### config.mk
export PLATFORM = sky130hd
export DESIGN_NAME = inst_encoder
export DESIGN_NICKNAME = d
export VERILOG_FILES = /design/src/rtl/inst_encoder.sv
export SDC_FILE = /design/constraint.sdc
export NUM_CORES = 1
export LEC_CHECK = 0
export CAP_MARGIN = 20
export CORE_MARGIN = 10
export CORE_UTILIZATION = 54
export CTS_CLUSTER_DIAMETER = 60
export DETAILED_ROUTE_END_ITERATION = 16
export PLACE_DENSITY = 0.85
export SYNTH_ARGS = -nofsm -noshare
export SYNTH_HDL_FRONTEND = slang
export SYNTH_SLANG_ARGS = --single-unit
export TNS_END_PERCENT = 20
### constraint.sdc
create_clock -name clk -period 6.6 [get_ports clk]
set_input_delay 0.66 -clock clk [delete_from_list [all_inputs] [get_ports clk]]
set_output_delay 0.66 -clock clk [all_outputs]
set_load 0.01 [all_outputs]
### src/rtl/inst_encoder.sv
// inst_encoder: packs decoded RV32I fields into 32-bit instruction words and
// writes them to consecutive instruction-memory addresses.
//   clk, rst_n                  clock, async active-low reset
//   in_valid/in_ready           field-bundle handshake
//   in_fmt, in_rd, in_rs1, in_rs2, in_funct3, in_funct7, in_imm   decoded fields
//   in_flush                    restart program (address, count, flags)
//   imem_we/addr/wdata/ack      acknowledged instruction-memory write port
//   words_written, full         successful writes since reset/flush
//   err_imm, err_fmt            sticky drop flags
module inst_encoder #(
  parameter int unsigned MEM_ADDR_W = 10
) (
  input  logic                  clk,
  input  logic                  rst_n,
  input  logic                  in_valid,
  output logic                  in_ready,
  input  logic [2:0]            in_fmt,
  input  logic [4:0]            in_rd,
  input  logic [4:0]            in_rs1,
  input  logic [4:0]            in_rs2,
  input  logic [2:0]            in_funct3,
  input  logic [6:0]            in_funct7,
  input  logic [31:0]           in_imm,
  input  logic                  in_flush,
  output logic                  imem_we,
  output logic [MEM_ADDR_W-1:0] imem_addr,
  output logic [31:0]           imem_wdata,
  input  logic                  imem_ack,
  output logic [MEM_ADDR_W:0]   words_written,
  output logic                  full,
  output logic                  err_imm,
  output logic                  err_fmt
);

  typedef enum logic [1:0] {S_IDLE, S_ENC, S_WRITE} state_e;
  typedef enum logic [2:0] {
    FMT_I, FMT_R, FMT_B, FMT_S, FMT_LOAD, FMT_LUI, FMT_AUIPC, FMT_RSVD
  } fmt_e;

  localparam logic [6:0] OP_I     = 7'b0010011;
  localparam logic [6:0] OP_R     = 7'b0110011;
  localparam logic [6:0] OP_B     = 7'b1100011;
  localparam logic [6:0] OP_S     = 7'b0100011;
  localparam logic [6:0] OP_LOAD  = 7'b0000011;
  localparam logic [6:0] OP_LUI   = 7'b0110111;
  localparam logic [6:0] OP_AUIPC = 7'b0010111;

  state_e                state_q, state_d;
  fmt_e                  fmt_q, fmt_d;
  logic [4:0]            rd_q, rd_d, rs1_q, rs1_d, rs2_q, rs2_d;
  logic [2:0]            f3_q, f3_d;
  logic [6:0]            f7_q, f7_d;
  logic [31:0]           imm_q, imm_d;
  logic [MEM_ADDR_W-1:0] addr_q, addr_d;
  logic [31:0]           wdata_q, wdata_d;
  logic [MEM_ADDR_W:0]   words_q, words_d;
  logic                  err_imm_q, err_imm_d, err_fmt_q, err_fmt_d;
  logic                  flush_pend_q, flush_pend_d;

  logic [31:0] enc_word;
  logic        imm_bad, fmt_bad;
  logic        sext12_ok, sext13_ok;

  // Words written can never exceed 2^MEM_ADDR_W, so the top bit alone marks full.
  assign full          = words_q[MEM_ADDR_W];
  assign in_ready      = (state_q == S_IDLE) && !full && !flush_pend_q;
  assign imem_we       = (state_q == S_WRITE);
  assign imem_addr     = addr_q;
  assign imem_wdata    = wdata_q;
  assign words_written = words_q;
  assign err_imm       = err_imm_q;
  assign err_fmt       = err_fmt_q;

  assign sext12_ok = (&imm_q[31:11]) || (~|imm_q[31:11]);
  assign sext13_ok = (&imm_q[31:12]) || (~|imm_q[31:12]);

  always_comb begin
    enc_word = '0;
    imm_bad  = 1'b0;
    fmt_bad  = 1'b0;
    case (fmt_q)
      FMT_I: begin
        if (f3_q == 3'b001 || f3_q == 3'b101) begin
          enc_word = {f7_q, imm_q[4:0], rs1_q, f3_q, rd_q, OP_I};
          imm_bad  = |imm_q[31:5];
        end else begin
          enc_word = {imm_q[11:0], rs1_q, f3_q, rd_q, OP_I};
          imm_bad  = !sext12_ok;
        end
      end
      FMT_LOAD: begin
        enc_word = {imm_q[11:0], rs1_q, f3_q, rd_q, OP_LOAD};
        imm_bad  = !sext12_ok;
      end
      FMT_R: enc_word = {f7_q, rs2_q, rs1_q, f3_q, rd_q, OP_R};
      FMT_S: begin
        enc_word = {imm_q[11:5], rs2_q, rs1_q, f3_q, imm_q[4:0], OP_S};
        imm_bad  = !sext12_ok;
      end
      FMT_B: begin
        enc_word = {imm_q[12], imm_q[10:5], rs2_q, rs1_q, f3_q, imm_q[4:1], imm_q[11], OP_B};
        imm_bad  = !sext13_ok || imm_q[0];
      end
      FMT_LUI: begin
        enc_word = {imm_q[31:12], rd_q, OP_LUI};
        imm_bad  = |imm_q[11:0];
      end
      FMT_AUIPC: begin
        enc_word = {imm_q[31:12], rd_q, OP_AUIPC};
        imm_bad  = |imm_q[11:0];
      end
      default: fmt_bad = 1'b1;
    endcase
  end

  always_comb begin
    state_d      = state_q;
    fmt_d        = fmt_q;
    rd_d         = rd_q;
    rs1_d        = rs1_q;
    rs2_d        = rs2_q;
    f3_d         = f3_q;
    f7_d         = f7_q;
    imm_d        = imm_q;
    addr_d       = addr_q;
    wdata_d      = wdata_q;
    words_d      = words_q;
    err_imm_d    = err_imm_q;
    err_fmt_d    = err_fmt_q;
    flush_pend_d = flush_pend_q;
    case (state_q)
      S_IDLE: begin
        // A pending flush and a fresh flush are applied identically; both win over in_valid.
        if (flush_pend_q || in_flush) begin
          addr_d       = '0;
          words_d      = '0;
          err_imm_d    = 1'b0;
          err_fmt_d    = 1'b0;
          flush_pend_d = 1'b0;
        end else if (in_valid && in_ready) begin
          fmt_d   = fmt_e'(in_fmt);
          rd_d    = in_rd;
          rs1_d   = in_rs1;
          rs2_d   = in_rs2;
          f3_d    = in_funct3;
          f7_d    = in_funct7;
          imm_d   = in_imm;
          state_d = S_ENC;
        end
      end
      S_ENC: begin
        state_d = S_IDLE;
        if (in_flush) begin
          addr_d    = '0;
          words_d   = '0;
          err_imm_d = 1'b0;
          err_fmt_d = 1'b0;
        end else if (fmt_bad) begin
          err_fmt_d = 1'b1;
        end else if (imm_bad) begin
          err_imm_d = 1'b1;
        end else begin
          wdata_d = enc_word;
          state_d = S_WRITE;
        end
      end
      S_WRITE: begin
        if (in_flush) flush_pend_d = 1'b1;
        if (imem_ack) begin
          addr_d  = addr_q + 1'b1;
          words_d = words_q + 1'b1;
          state_d = S_IDLE;
        end
      end
      default: state_d = S_IDLE;
    endcase
  end

  always_ff @(posedge clk or negedge rst_n) begin
    if (!rst_n) begin
      state_q      <= S_IDLE;
      fmt_q        <= FMT_I;
      rd_q         <= '0;
      rs1_q        <= '0;
      rs2_q        <= '0;
      f3_q         <= '0;
      f7_q         <= '0;
      imm_q        <= '0;
      addr_q       <= '0;
      wdata_q      <= '0;
      words_q      <= '0;
      err_imm_q    <= 1'b0;
      err_fmt_q    <= 1'b0;
      flush_pend_q <= 1'b0;
    end else begin
      state_q      <= state_d;
      fmt_q        <= fmt_d;
      rd_q         <= rd_d;
      rs1_q        <= rs1_d;
      rs2_q        <= rs2_d;
      f3_q         <= f3_d;
      f7_q         <= f7_d;
      imm_q        <= imm_d;
      addr_q       <= addr_d;
      wdata_q      <= wdata_d;
      words_q      <= words_d;
      err_imm_q    <= err_imm_d;
      err_fmt_q    <= err_fmt_d;
      flush_pend_q <= flush_pend_d;
    end
  end

endmodule

Word level (Yosys, flattened, before mapping) --
Index checks and enable logic that the tools add are counted.
Operators by class: add/sub/neg operators 2, multipliers 0, div/mod/pow operators 0, magnitude comparators 0, eq/ne operators 19, shifts and indexed selects 0, muxes and demuxes 29, bitwise gates (word level) 3, reduce and logical (&&, ||, !) cells 35
Operators with widths (count):
- 32-bit case mux with 7 select lines | 1
- 11-bit 2-to-1 mux | 3
- 11-bit case mux with 3 select lines | 1
- 32-bit 2-to-1 mux | 1
- 10-bit 2-to-1 mux | 3
- 10-bit case mux with 3 select lines | 1
- 27-bit OR reduction | 1
- 21-bit AND reduction | 1
- 21-bit OR reduction | 1
- 20-bit AND reduction | 1
- 20-bit OR reduction | 1
- 3-bit equality test, second input constant | 4
- 2-bit 2-to-1 mux | 6
- 3-bit AND reduction | 4
- 4-bit AND reduction | 3
- 12-bit OR reduction | 1
- 11-bit by 1-bit adder with 11-bit output, second input constant | 1
- 10-bit by 1-bit adder with 10-bit output, second input constant | 1
- 3-bit inequality test, second input constant | 3
- 1-bit 2-to-1 mux | 8
- 7-bit OR reduction | 1
- 3-bit by 1-bit equality test with 1-bit output, second input constant | 2
- 3-bit by 2-bit equality test with 1-bit output, second input constant | 2
- 1-bit logical NOT | 6
- 15 further kinds | 31
Storage, ports and cells: bits in registers 118, bits in latches 0, RAM bits 0, memory bits (read-only) 0, input bits 65, memories kept 0

Logic depth before layout (Yosys ltp) --
depth in word-level cells 10, depth in mapped cells 8, depth with buffers taken out 6

Worst setup path before layout --
Ideal clock, no wire load.
kind flip-flop to flip-flop, from register imm_q[31], to register wdata_q[29], in the netlist imem_wdata[29], arrival time 2241 ps, required time 6475 ps, setup slack 4234 ps, cell stages (with the launch flop) 8, buffers on the path 1, period minus slack after synthesis 2366 ps, cell sequence dfrtp_1 or4_4 a211o_1 a21oi_1 o221ai_2 nor3_4 buf_6 mux2_2
Between the ends: longest elaborated chain between the ends 8, elaborated cells on any way between the ends 16
RTL lines:
- start: declaration | line 53 | logic [31:0] imm_q, imm_d;
- start signal: assignment | line 203 | imm_q <= imm_d;
- 21-bit OR reduction / 20-bit OR reduction (equally long branches) | line 74, 75
- 1-bit logical NOT (on tied branches) | line 74, 75
- 1-bit logical OR (on tied branches) | line 74, 75
- 1-bit logical NOT (on tied branches)
- 1-bit 2-to-1 mux / 1-bit logical OR (equally long branches) | line 83, 102
- 1-bit case mux with 4 select lines * | line 81 | case (fmt_q)
- 1-bit NOT (no line) *
- 4-bit AND reduction (no line) *
- end signal: assignment | line 205 | wdata_q <= wdata_d;
- end: declaration | line 55 | logic [31:0] wdata_q, wdata_d;
Every way passes the cells marked *; elsewhere a longest branch is shown, timed or not. A chain may end at the register's enable or synchronous reset.

Worst setup path after layout --
from register imm_q[5], to register wdata_q[5], in the netlist imem_wdata[5]
Between the ends: longest elaborated chain between the ends 5, elaborated cells on any way between the ends 6
RTL lines:
- 27-bit OR reduction | line 85 | imm_bad = |imm_q[31:5];
- 1-bit 2-to-1 mux | line 83 | if (f3_q == 3'b001 || f3_q == 3'b101) begin
- 1-bit case mux with 4 select lines * | line 81
- 1-bit NOT (no line) *
- 4-bit AND reduction (no line) *
Marked as above.

==> out/metrics.yaml <==
timing:
  setup_tns_ns: 0
  finalSetupViolCount: 0
  final.setup.worst_slack_ns: 3.401
  worst_pin_slew_ns: 1.126
  period_needed_ns: 3.199
  fin_crit_sh_pct: 48.47
  rsz0062_at_grt: "no"
  finalHoldViolCount: 0
  final_max_slew_viol_count: 0
  worst_slew_margin_rel_pct: 24.65
  finalHoldWorstSlack_ns: 0.1950
  fin_skew_ns: 0.009991
  fmax_mhz: 312.6
run:
  max_cap_viol_count: 0
place:
  placement.setup.worst_slack_ns: 3.456
  routability_driven_placement_congestion_ratio: 0.9615
  place.detailed.instances: 806
  placed_area_mm2: 0.006728
  placement.io_buffers: 121
  dp.final_hpwl_um: 10730
global_route:
  wire_length_of_the_first_global_routing_pass_um: 25640
  via_count_of_the_first_global_routing_pass: 4942
  groute.usage.overall_pct: 21.81
  grt_overflow: 0
  grt_max_degree: 65
  grt_antenna_before_repair: 0
die:
  core_region_area_mm2: 0.009819
  die_x_um: 120.5
  die_area_mm2: 0.01452
  initial_utilization_pct: 55.54
  fp-row-count: 36
  ioPinCount: 123
  floorplan.die.height_um: 120.5
clocking:
  cts.hold.buffers_added: 0
  clk_transition_reported_paths_ns: 0.06
  resize_count_post_cts: 0
  tritoncts_buffer_count: 17
  tritoncts_num_sinks: 116
  cts_tree: "built"
  htree_levels: 4
  cts_setup_buffers: 0
  clockRootBuffer: "clkbuf_8"
  clkLatencyLatePin_ns: 0.51
  cts_max_path_buffers: 2
setup_path:
  worst-r2r-cell-count: 7
  critical_path.reg2reg.endpoint: "imem_wdata[5]$_DFFE_PN0P_"
  worst-path-max-fanout: 19
  cp.required_ns: 6.99
  cp_cell_sequence: "nor4_1 -> a21oi_1 -> nor4_1 -> a311oi_1 -> nor3_4 -> buf_4 -> mux2_4"
  critPathSlowestCell: "nor4_1"
  cp_common_cell: "nor4_1"
  worst_ep_arrival_time_ns: 3.59
  timing.reg2reg.setup_slack_ns: 3.40
  worst_setup_start_kind: "register"
  critical_path.endpoint_type: "register"
  critPathKind: "register to register"
  startpoint: "imm_q[5]$_DFFE_PN0P_"
  r2r-start: "imm_q[5]$_DFFE_PN0P_"
  cpPeakStageDelay_ns: 0.63
logic_synthesis:
  async_reset_ff_share_pct: 100.0
  postSynth.topFlopCell: "dfrtp_1"
  number_of_synthesized_flops_with_an_enable_pin: 0
  synth_area_mm2: 0.005454
  post_synth_num_cell_types: 53
  ys_ff_latch: 116
  synthCells: 577
  synth_warnings: 0
  post_synth.cell_area_avg_um2: 9.452
  mappedNetlistNets: 644
  sequential_fraction_of_the_synthesis_area_pct: 53.22
pwr:
  totalPowerFinal_mw: 3.055
  power_density_mw_per_mm2: 416.6
  irDropWorstVdd_mv: 0.1921
  static-leakage-power_nw: 3.399
route:
  drt-wirelength-per-cell_um: 18.74
  drcViolationCount: 0
  viasPerCell: 5.743
  initialDrtViolationCount: 743
  via_count: 4813
  finalWirelength_um: 15700
  antenna_left: 0
  detailed_routing_iteration_count_for_the_pre_antenna_repair_pass: 6
cells_and_area:
  n_antenna_cell: 0
  final_layout_size_suffix_gt1_share_pct: 9.929
  layout.cells.most_common_list: "202 x nand2_1, 120 x clkdlybuf4s50_1, 116 x dfrtp_1, 36 x nor2_1, 21 x o21ai_0"
  syn2layout_area_growth_pct: 34.43
  layout.nets: 759
  final_area_mm2: 0.007332
  finalNonFillerCells: 838
  filler_cell_count: 719
  final_common_cell: "nand2_1"
  post-route-util_pct: 74.67
min_path:
  worst_hold_path_type: "input pin to asynchronous set/reset pin"
run_status:
  outcome: "complete, no violations"
[area by class of cell]
| cell class | instances | area (um2) | area share [%] |
|---|---|---|---|
| multi-input cells | 413 | 2341 | 31.93 |
| repair buffers | 127 | 1254 | 17.10 |
| clock buffers | 18 | 427.9 | 5.836 |
| well taps | 133 | 166.4 | 2.270 |
| inverters | 17 | 63.81 | 0.8703 |
| clock inverters | 14 | 176.4 | 2.406 |
| flip-flops and latches | 116 | 2903 | 39.59 |
[worst max path at each step]
stage / endpoint / slack [ns] / cells after the start
2_1_floorplan: imem_wdata[29]$_DFFE_PN0P_ / 4.23 / 7
3_3_place_gp: imem_wdata[8]$_DFFE_PN0P_ / 3.55 / 7
3_5_place_dp: imem_wdata[16]$_DFFE_PN0P_ / 3.46 / 7
4_1_cts: imem_wdata[9]$_DFFE_PN0P_ / 3.44 / 7
5_1_grt: imem_wdata[5]$_DFFE_PN0P_ / 3.24 / 7
6_report: imem_wdata[5]$_DFFE_PN0P_ / 3.40 / 7
[layer usage]
metal  up-vias  global-route usage, %  routed length [um]
li1       2184                      -                   -
met1      2307                  27.47                6494
met2       281                  35.47                7535
met3        41                  6.794                1397
met4         0                  6.184                 272
met5         -                      0                   0
[power by group]
| group | leakage, nW | internal (mW) | switching, mW |
|---|---|---|---|
| combinational | 1.63 | 0.481 | 0.469 |
| sequential | 1.48 | 0.929 | 0.242 |
| clock | 0.292 | 0.589 | 0.345 |
| total | 3.40 | 2.00 | 1.06 |
[sequential cells by signal (all words and copies together) (netlist names), 5 cells and up]
signal	flops
imm_q	32
imem_wdata	30
words_written	11
imem_addr	10
f7_q	7
rd_q	5
rs1_q	5
rs2_q	5
[kinds of logic (layout without fill, tap and decap cells)]
kind of cell    count (synthesis)  in the layout  share of synthesized area [%]
other cells                     1              1                        0.06876
compound gates                 82             82                          10.69
mux                            30             30                          7.433
fa+ha+maj                       2              2                         0.4587
buf+inv                        48            176                          3.946
simple gates                  286            286                          22.25
xor+xnor                       12             12                          1.927
flops                         116            116                          53.22
[synthesized netlist by cell type, types with 2 or more instances]
cell type / instances / area, um2
a221oi_1: 10 / 87.58
nor3_1: 3 / 15.01
o21ai_0: 22 / 110.1
mux2_2: 4 / 45.04
nand3_1: 5 / 25.02
buf_1: 7 / 26.28
a21oi_1: 16 / 80.08
mux2i_1: 6 / 60.06
inv_1: 14 / 52.55
or3_1: 8 / 50.05
mux2_4: 20 / 300.3
nor2_1: 36 / 135.1
buf_4: 3 / 22.52
dfrtp_1: 116 / 2903
xor2_1: 7 / 61.31
clkinv_1: 2 / 7.510
xnor2_1: 5 / 43.79
a221o_1: 6 / 60.06
nand2_1: 202 / 758.2
ha_1: 2 / 25.02
nand2b_1: 2 / 12.51
nor4_1: 8 / 50.05
o2111ai_1: 4 / 35.03
nor2b_1: 2 / 12.51
clkbuf_1: 17 / 63.81
a22o_1: 13 / 113.9
and3_1: 3 / 18.77
nand4_1: 6 / 37.54
and2_1: 2 / 12.51
buf_6: 3 / 33.78
[worst max-delay path: cells and delay by family (launching register included)]
kind                   cells  cell delay, ns
AOI/OAI and AO/OA          2            0.35
buffers and inverters      1            0.46
DFF                        1            0.41
muxes                      1            0.34
and+or+nand+nor            3            1.49
No activity file was read; power rests on OpenSTA's default activity.
